[src/rtl/nf_10g_port_stats.sv]
// Per-port 10G statistics collector: saturating rx/tx/error/flap counters,
// link-state debounce and a single-cycle read port with clear-on-read.
module nf_10g_port_stats #(
  parameter int C_NUM_PORTS       = 4,
  parameter int C_PKT_CNT_WIDTH   = 32,
  parameter int C_BYTE_CNT_WIDTH  = 48,
  parameter int C_LINK_BIT        = 0,
  parameter int C_DEBOUNCE_CYCLES = 1024
) (
  input  logic                        axis_aclk,
  input  logic                        axis_aresetn,
  input  logic [C_NUM_PORTS-1:0]      stat_rx_valid,
  input  logic [C_NUM_PORTS-1:0]      stat_rx_good,
  input  logic [15*C_NUM_PORTS-1:0]   stat_rx_bytes,
  input  logic [C_NUM_PORTS-1:0]      stat_tx_valid,
  input  logic [15*C_NUM_PORTS-1:0]   stat_tx_bytes,
  input  logic [8*C_NUM_PORTS-1:0]    pcspma_status,
  input  logic                        rd_req,
  input  logic [2:0]                  rd_port,
  input  logic [2:0]                  rd_sel,
  input  logic                        rd_clear,
  output logic                        rd_valid,
  output logic [63:0]                 rd_data,
  output logic [C_NUM_PORTS-1:0]      link_up,
  output logic [C_NUM_PORTS-1:0]      link_down_sticky
);

  localparam int PW = C_PKT_CNT_WIDTH;
  localparam int BW = C_BYTE_CNT_WIDTH;
  localparam int DW = $clog2(C_DEBOUNCE_CYCLES);
  // Byte sums need one spare bit above the wider of counter and frame length.
  localparam int SW = ((BW + 1) > 16) ? (BW + 1) : 16;
  localparam logic [DW-1:0] DB_LAST = DW'(C_DEBOUNCE_CYCLES - 1);

  typedef enum logic [1:0] {
    ST_DOWN      = 2'd0,
    ST_UP_PEND   = 2'd1,
    ST_UP        = 2'd2,
    ST_DOWN_PEND = 2'd3
  } link_state_e;

  function automatic logic [PW-1:0] sat_inc(input logic [PW-1:0] v, input logic inc);
    if (inc && (v != {PW{1'b1}})) begin
      return v + PW'(1);
    end else begin
      return v;
    end
  endfunction

  function automatic logic [BW-1:0] sat_add(input logic [BW-1:0] v, input logic [14:0] add);
    logic [SW-1:0] sum;
    sum = SW'(v) + SW'(add);
    if (sum > SW'({BW{1'b1}})) begin
      return {BW{1'b1}};
    end else begin
      return sum[BW-1:0];
    end
  endfunction

  logic [PW-1:0] rx_pkts_q  [C_NUM_PORTS];
  logic [PW-1:0] rx_bad_q   [C_NUM_PORTS];
  logic [BW-1:0] rx_bytes_q [C_NUM_PORTS];
  logic [PW-1:0] tx_pkts_q  [C_NUM_PORTS];
  logic [BW-1:0] tx_bytes_q [C_NUM_PORTS];
  logic [PW-1:0] flaps_q    [C_NUM_PORTS];
  logic [PW-1:0] rx_pkts_d  [C_NUM_PORTS];
  logic [PW-1:0] rx_bad_d   [C_NUM_PORTS];
  logic [BW-1:0] rx_bytes_d [C_NUM_PORTS];
  logic [PW-1:0] tx_pkts_d  [C_NUM_PORTS];
  logic [BW-1:0] tx_bytes_d [C_NUM_PORTS];
  logic [PW-1:0] flaps_d    [C_NUM_PORTS];

  link_state_e              st_q       [C_NUM_PORTS];
  logic [DW-1:0]            dcnt_q     [C_NUM_PORTS];
  logic [DW-1:0]            dcnt_inc_s [C_NUM_PORTS];
  logic [C_NUM_PORTS-1:0]   lnk_s;
  logic [C_NUM_PORTS-1:0]   fall_s;
  logic [C_NUM_PORTS-1:0]   link_up_q;
  logic [C_NUM_PORTS-1:0]   sticky_q;
  logic [C_NUM_PORTS-1:0]   sticky_d;

  logic                     rd_in_range_s;
  logic                     rd_clr_s;
  logic [C_NUM_PORTS-1:0]   clr_port_s;
  logic [7:0]               clr_sel_s;
  logic [63:0]              sel_word_s;
  logic [63:0]              rd_val_s;
  logic                     rd_valid_q;
  logic [63:0]              rd_data_q;

  assign rd_in_range_s = ({29'd0, rd_port} < 32'(C_NUM_PORTS)) && (rd_sel != 3'd7);
  assign rd_clr_s      = rd_req && rd_clear && rd_in_range_s;
  assign clr_sel_s     = rd_clr_s ? (8'd1 << rd_sel) : 8'd0;

  // Link bit extraction, debounce counter increment and debounced-fall detect.
  always_comb begin
    for (int p = 0; p < C_NUM_PORTS; p++) begin
      lnk_s[p]      = pcspma_status[8*p + C_LINK_BIT];
      dcnt_inc_s[p] = dcnt_q[p] + DW'(1);
      fall_s[p]     = (st_q[p] == ST_DOWN_PEND) && !lnk_s[p] && (dcnt_inc_s[p] == DB_LAST);
      clr_port_s[p] = rd_clr_s && (rd_port == 3'(p));
    end
  end

  // Next counter values: a clear drops the old value but keeps this cycle's event.
  always_comb begin
    for (int p = 0; p < C_NUM_PORTS; p++) begin
      rx_pkts_d[p]  = sat_inc((clr_port_s[p] && clr_sel_s[0]) ? {PW{1'b0}} : rx_pkts_q[p],
                              stat_rx_valid[p]);
      rx_bad_d[p]   = sat_inc((clr_port_s[p] && clr_sel_s[1]) ? {PW{1'b0}} : rx_bad_q[p],
                              stat_rx_valid[p] && !stat_rx_good[p]);
      rx_bytes_d[p] = sat_add((clr_port_s[p] && clr_sel_s[2]) ? {BW{1'b0}} : rx_bytes_q[p],
                              stat_rx_valid[p] ? stat_rx_bytes[15*p +: 15] : 15'd0);
      tx_pkts_d[p]  = sat_inc((clr_port_s[p] && clr_sel_s[3]) ? {PW{1'b0}} : tx_pkts_q[p],
                              stat_tx_valid[p]);
      tx_bytes_d[p] = sat_add((clr_port_s[p] && clr_sel_s[4]) ? {BW{1'b0}} : tx_bytes_q[p],
                              stat_tx_valid[p] ? stat_tx_bytes[15*p +: 15] : 15'd0);
      flaps_d[p]    = sat_inc((clr_port_s[p] && clr_sel_s[5]) ? {PW{1'b0}} : flaps_q[p],
                              fall_s[p]);
      // A fall landing together with the clear wins, so the sticky stays set.
      sticky_d[p]   = fall_s[p] ? 1'b1 :
                      ((clr_port_s[p] && clr_sel_s[5]) ? 1'b0 : sticky_q[p]);
    end
  end

  // Counter and sticky registers.
  always_ff @(posedge axis_aclk or negedge axis_aresetn) begin
    if (!axis_aresetn) begin
      for (int p = 0; p < C_NUM_PORTS; p++) begin
        rx_pkts_q[p]  <= {PW{1'b0}};
        rx_bad_q[p]   <= {PW{1'b0}};
        rx_bytes_q[p] <= {BW{1'b0}};
        tx_pkts_q[p]  <= {PW{1'b0}};
        tx_bytes_q[p] <= {BW{1'b0}};
        flaps_q[p]    <= {PW{1'b0}};
      end
      sticky_q <= {C_NUM_PORTS{1'b0}};
    end else begin
      for (int p = 0; p < C_NUM_PORTS; p++) begin
        rx_pkts_q[p]  <= rx_pkts_d[p];
        rx_bad_q[p]   <= rx_bad_d[p];
        rx_bytes_q[p] <= rx_bytes_d[p];
        tx_pkts_q[p]  <= tx_pkts_d[p];
        tx_bytes_q[p] <= tx_bytes_d[p];
        flaps_q[p]    <= flaps_d[p];
      end
      sticky_q <= sticky_d;
    end
  end

  // Per-port link debounce FSM with registered link_up.
  always_ff @(posedge axis_aclk or negedge axis_aresetn) begin
    if (!axis_aresetn) begin
      for (int p = 0; p < C_NUM_PORTS; p++) begin
        st_q[p]   <= ST_DOWN;
        dcnt_q[p] <= {DW{1'b0}};
      end
      link_up_q <= {C_NUM_PORTS{1'b0}};
    end else begin
      for (int p = 0; p < C_NUM_PORTS; p++) begin
        case (st_q[p])
          ST_DOWN: begin
            if (lnk_s[p]) begin
              st_q[p]   <= ST_UP_PEND;
              dcnt_q[p] <= {DW{1'b0}};
            end
          end
          ST_UP_PEND: begin
            if (!lnk_s[p]) begin
              st_q[p] <= ST_DOWN;
            end else if (dcnt_inc_s[p] == DB_LAST) begin
              st_q[p]      <= ST_UP;
              link_up_q[p] <= 1'b1;
            end else begin
              dcnt_q[p] <= dcnt_inc_s[p];
            end
          end
          ST_UP: begin
            if (!lnk_s[p]) begin
              st_q[p]   <= ST_DOWN_PEND;
              dcnt_q[p] <= {DW{1'b0}};
            end
          end
          ST_DOWN_PEND: begin
            if (lnk_s[p]) begin
              st_q[p] <= ST_UP;
            end else if (dcnt_inc_s[p] == DB_LAST) begin
              st_q[p]      <= ST_DOWN;
              link_up_q[p] <= 1'b0;
            end else begin
              dcnt_q[p] <= dcnt_inc_s[p];
            end
          end
          default: begin
            st_q[p]      <= ST_DOWN;
            dcnt_q[p]    <= {DW{1'b0}};
            link_up_q[p] <= 1'b0;
          end
        endcase
      end
    end
  end

  // Read mux: OR of per-port selected words, only the addressed port contributes.
  always_comb begin
    rd_val_s   = 64'd0;
    sel_word_s = 64'd0;
    for (int p = 0; p < C_NUM_PORTS; p++) begin
      case (rd_sel)
        3'd0:    sel_word_s = 64'(rx_pkts_q[p]);
        3'd1:    sel_word_s = 64'(rx_bad_q[p]);
        3'd2:    sel_word_s = 64'(rx_bytes_q[p]);
        3'd3:    sel_word_s = 64'(tx_pkts_q[p]);
        3'd4:    sel_word_s = 64'(tx_bytes_q[p]);
        3'd5:    sel_word_s = 64'(flaps_q[p]);
        3'd6:    sel_word_s = {50'd0, sticky_q[p], link_up_q[p], 2'b00, st_q[p],
                               pcspma_status[8*p +: 8]};
        default: sel_word_s = 64'd0;
      endcase
      rd_val_s = rd_val_s | ((rd_port == 3'(p)) ? sel_word_s : 64'd0);
    end
  end

  // Read response register; data holds when no request is made.
  always_ff @(posedge axis_aclk or negedge axis_aresetn) begin
    if (!axis_aresetn) begin
      rd_valid_q <= 1'b0;
      rd_data_q  <= 64'd0;
    end else begin
      rd_valid_q <= rd_req;
      if (rd_req) begin
        rd_data_q <= rd_in_range_s ? rd_val_s : 64'd0;
      end
    end
  end

  assign rd_valid         = rd_valid_q;
  assign rd_data          = rd_data_q;
  assign link_up          = link_up_q;
  assign link_down_sticky = sticky_q;

endmodule

[config.mk]
export PLATFORM = sky130hd
export DESIGN_NAME = nf_10g_port_stats
export DESIGN_NICKNAME = d
export VERILOG_FILES = /design/src/rtl/nf_10g_port_stats.sv
export SDC_FILE = /design/constraint.sdc
export NUM_CORES = 2
export LEC_CHECK = 0
export BUFFER_PORTS_ARGS = -buffer_cell sky130_fd_sc_hd__buf_2
export CELL_PAD_IN_SITES_DETAIL_PLACEMENT = 1
export CELL_PAD_IN_SITES_GLOBAL_PLACEMENT = 2
export CORE_ASPECT_RATIO = 0.5
export CORE_MARGIN = 2
export CORE_UTILIZATION = 35
export CTS_BUF_LIST = sky130_fd_sc_hd__clkbuf_2
export DETAILED_ROUTE_END_ITERATION = 8
export PLACE_DENSITY_LB_ADDON = 0.1
export SYNTH_ARGS = -nofsm -noshare
export SYNTH_HDL_FRONTEND = slang
export SYNTH_SLANG_ARGS = --single-unit
[constraint.sdc]
create_clock -name axis_aclk -period 8.6 [get_ports axis_aclk]
set_input_delay 0.43 -clock axis_aclk [delete_from_list [all_inputs] [get_ports axis_aclk]]
set_output_delay 0.43 -clock axis_aclk [all_outputs]
set_load 0.02 [all_outputs]
==> flow_summary_export.csv <==
group,metric,value,unit
status,status,"complete, no violations",
cells_and_area,drive_gt1_share,11.0,%
drt,vias_per_cell,5.79,
worst_setup_path,cp_num_buf_inv,7,
synth,ys_async_sr_fraction,100,%
floorplan,die_w,601,um
synth,synth_edf_count,0,
clocking,cts_resized,0,
global_routing,grt_overflow,0,
clocking,cts_sinks,1001,
synth,synthCells,7166,
worst_setup_path,crit_type,"in -> reg",
worst_setup_path,required,10040,ps
synth,yosysUniqueCellTypes,98,
sta,clock_skew,179,ps
clocking,cts_buffers,272,
clocking,clk_path_buf_depth,4,
floorplan,std_cell_rows,109,
floorplan,coreArea,177000,um^2
place,portBuffers,230,
clocking,path_clk_slew,130,ps
clocking,cts_tree,"built",
worst_setup_path,cp.arrival,7950,ps
place,place.gp.congestion,0.960,
power,leakagePower,31.3,nW
place,dp_worst_setup_slack,1970,ps
sta,rsz0062_at_grt,"no",
synth,ys_top_cells_by_area,"dfrtp_1 40%, xor2_1 6.2%, nand2_1 4.9%",
worst_setup_path,crit_path_end_kind,"flip-flop",
synth,yosysWarnings,0,
power,peakVddDrop,0.000116,V
drt,avgRoutedWirePerCell,27.4,um
sta,finalSetupViolCount,0,
drt,drt_pass1_iterations,6,
sta,worst_slew_pin_slew,1430,ps
drt,antenna_left,0,
sta,period_share,75.6,%
drt,drtIter0Drc,5241,
synth,synth.largest_area_cell,"dfrtp_1",
global_routing,antenna_found_initial,19,
cells_and_area,fillers,20900,
power,power_density,204,nW/um^2
place,dp_hpwl,209000,um
sta,timing_hold_violations_final,0,
floorplan,die_area,182000,um^2
global_routing,grt_pass1_vias,61600,
synth,synth_top_area_share,40.2,%
worst_setup_path,cp-start-kind,"input pin",
worst_setup_path,max_stage_delay,850,ps
global_routing,grt_pass1_wl,418000,um
sta,slew_viol_final,0,
worst_setup_path,critical-path-top-delay-family,"buffers and inverters",
drt,drc,0,
sta,tns,0,ps
worst_setup_path,crit_fanout,56,
drt,drt-met1-wl,130000,um
sta,clock.fmax,154,MHz
clocking,clock-root-buffer,"clkbuf_2",
cells_and_area,final_nets,8162,
cells_and_area,most-common-layout-cells,"1001 x dfrtp_1, 809 x nand2_1, 621 x nor2_1",
run,maxCapViolations,0,
floorplan,die_y,302,um
synth,synth_seq_cells,1001,
clocking,cts_max_level,5,
global_routing,grt_max_degree,146,
synth,syn_area_per_cell,8.70,um^2
drt,wl_met2,125000,um
clocking,cts_setup_buffers,0,
drt,dr_wl_met3,19800,um
floorplan,start_util,35.3,%
worst_setup_path,timing.critical_path.cells,"dlygate4sd3_1, buf_2, dlygate4sd3_1, buf_4, and4bb_2, nand3_1, buf_4, and2_1, ha_1, o21a_1, o21ai_0, nor3_1, o21ai_0, a211oi_2, nand3_1, buf_4, o21ai_0, dlygate4sd3_1",
synth,ys.flop_type,"dfrtp_1",
synth,synth_area,62300,um^2
drt,top_layer,"met5",
power,finalPower,14.8,mW
clocking,clk-insertion-delay-late,1590,ps
worst_setup_path,slowest_stage,"nand3_1",
sta,fin_crit,6510,ps
cells_and_area,area_delta_synth_final,16.4,%
sta,final_critical_path_setup_slack,2090,ps
synth,synth_seq_area_share,40.2,%
drt,drt-total-wl,285000,um
global_routing,grt_usage,30.8,%
drt,dr_total_vias,60300,
floorplan,io_pins,247,
hold_path,worstHoldPathType,"in -> reg",
cells_and_area,layout_commonest_cell,"dfrtp_1",
sta,relSlewSlack,4.33,%
through the flow:
| step | cell area, um^2 | hold slack [ps] | util [%] | cells |
|---|---|---|---|---|
| 2_1_floorplan | 62400 | 134 | - | 7181 |
| 3_3_place_gp | 66100 | 499 | 37.4 | 9530 |
| 3_5_place_dp | 66100 | 518 | 37.4 | 9530 |
| 4_1_cts | 72500 | 7.26 | 41.0 | 10400 |
| 5_1_grt | 72500 | 120 | 41.0 | 10400 |
| 6_report | 72500 | 173 | 41.0 | 10400 |
path summary, 6_finish.rpt:
kind / from / endpoint / slack (ps) / cells after the start
setup / recovery: rd_req / rx_bytes_q[55]$_DFF_PN0_ / 2090 / 18
hold / removal: stat_rx_bytes[49] / rx_bytes_q[4]$_DFF_PN0_ / 170 / 6
setup reg to reg: rx_bytes_q[144]$_DFF_PN0_ / rx_bytes_q[147]$_DFF_PN0_ / 3530 / 15
hold reg to reg: rx_bytes_q[142]$_DFF_PN0_ / rx_bytes_q[142]$_DFF_PN0_ / 530 / 1
max in group asynchronous: axis_aresetn / dcnt_q[18]$_DFFE_PN0P_ / 6710 / 5
min in group asynchronous: axis_aresetn / rx_bad_q[24]$_DFF_PN0_ / 220 / 4
cells by family (layout without fill, tap and decap cells):
kind of cell	Yosys count	in the layout	synth area share (%)
AOI/OAI and AO/OA	1430	1430	14.9
xor gates and xnor gates	744	744	10.5
adders and majority gates	152	152	3.15
buffers and inverters	571	1399	3.60
DFF	1001	1001	40.2
muxes	115	115	1.98
other	1	25	0.00602
and+or+nand+nor	3152	3152	25.7
timing repair:
action                     in CTS  in global routing
hold buffers                  418                  0
hold endpoints to repair     1577                  0
setup endpoints to repair       0                  0
registers in the layout (all words and copies together), names as in the netlist, named ones only:
signal	flops
dcnt_q	40
flaps_q	128
link_down_sticky	4
link_up	4
rd_data	48
rd_valid	1
rx_bad_q	128
rx_bytes_q	192
rx_pkts_q	128
st_q	4
tx_bytes_q	192
tx_pkts_q	128
synth_stat cells (all sizes together) (188+ instances only):
master     n
a21oi    215
a22oi    344
and2     306
clkbuf   311
dfrtp   1001
inv      188
nand2    809
nand3    378
nand4    253
nor2     627
o21ai    438
xnor2    303
xor2     441
routing by layer:
metal | vias up | GRT usage, %
met3 | 439 | 5.75
met5 | - | 0
met2 | 1864 | 47.5
met1 | 31000 | 43.2
met4 | 6 | 10.7
li1 | 27000 | -
worst register-to-register path, stage by stage (launching register included):
cell and delay (ps):
dfrtp_1 520, and2_1 190, ha_1 210, inv_1 70, fa_1 380, nor2b_1 220
o2111ai_1 170, a31o_1 300, a2111oi_1 970, o21ai_1 110, buf_4 230, nor3_1 260
nand4_1 290, buf_4 370, o21ai_0 170, dlygate4sd3_1 570
where the power goes:
group	internal (mW)	switching [mW]	total, mW
sequential	5.33	1.01	6.34
combinational	2.28	2.68	4.95
clock	1.22	2.32	3.54
total	8.83	6.01	14.8
area by class of cell:
cell class                 count  area (um^2)  share of cell area [%]
inverter                     189          709                   0.978
tap                         2386         2990                    4.12
antenna                        9         22.5                  0.0310
sequential                  1001        25000                    34.5
timing repair buffer         763         6350                    8.75
clock buffer                 388         1940                    2.68
clock inverter                59          265                   0.366
multi-input combinational   5609        35200                    48.6
Power figures use the tool's default switching activity.
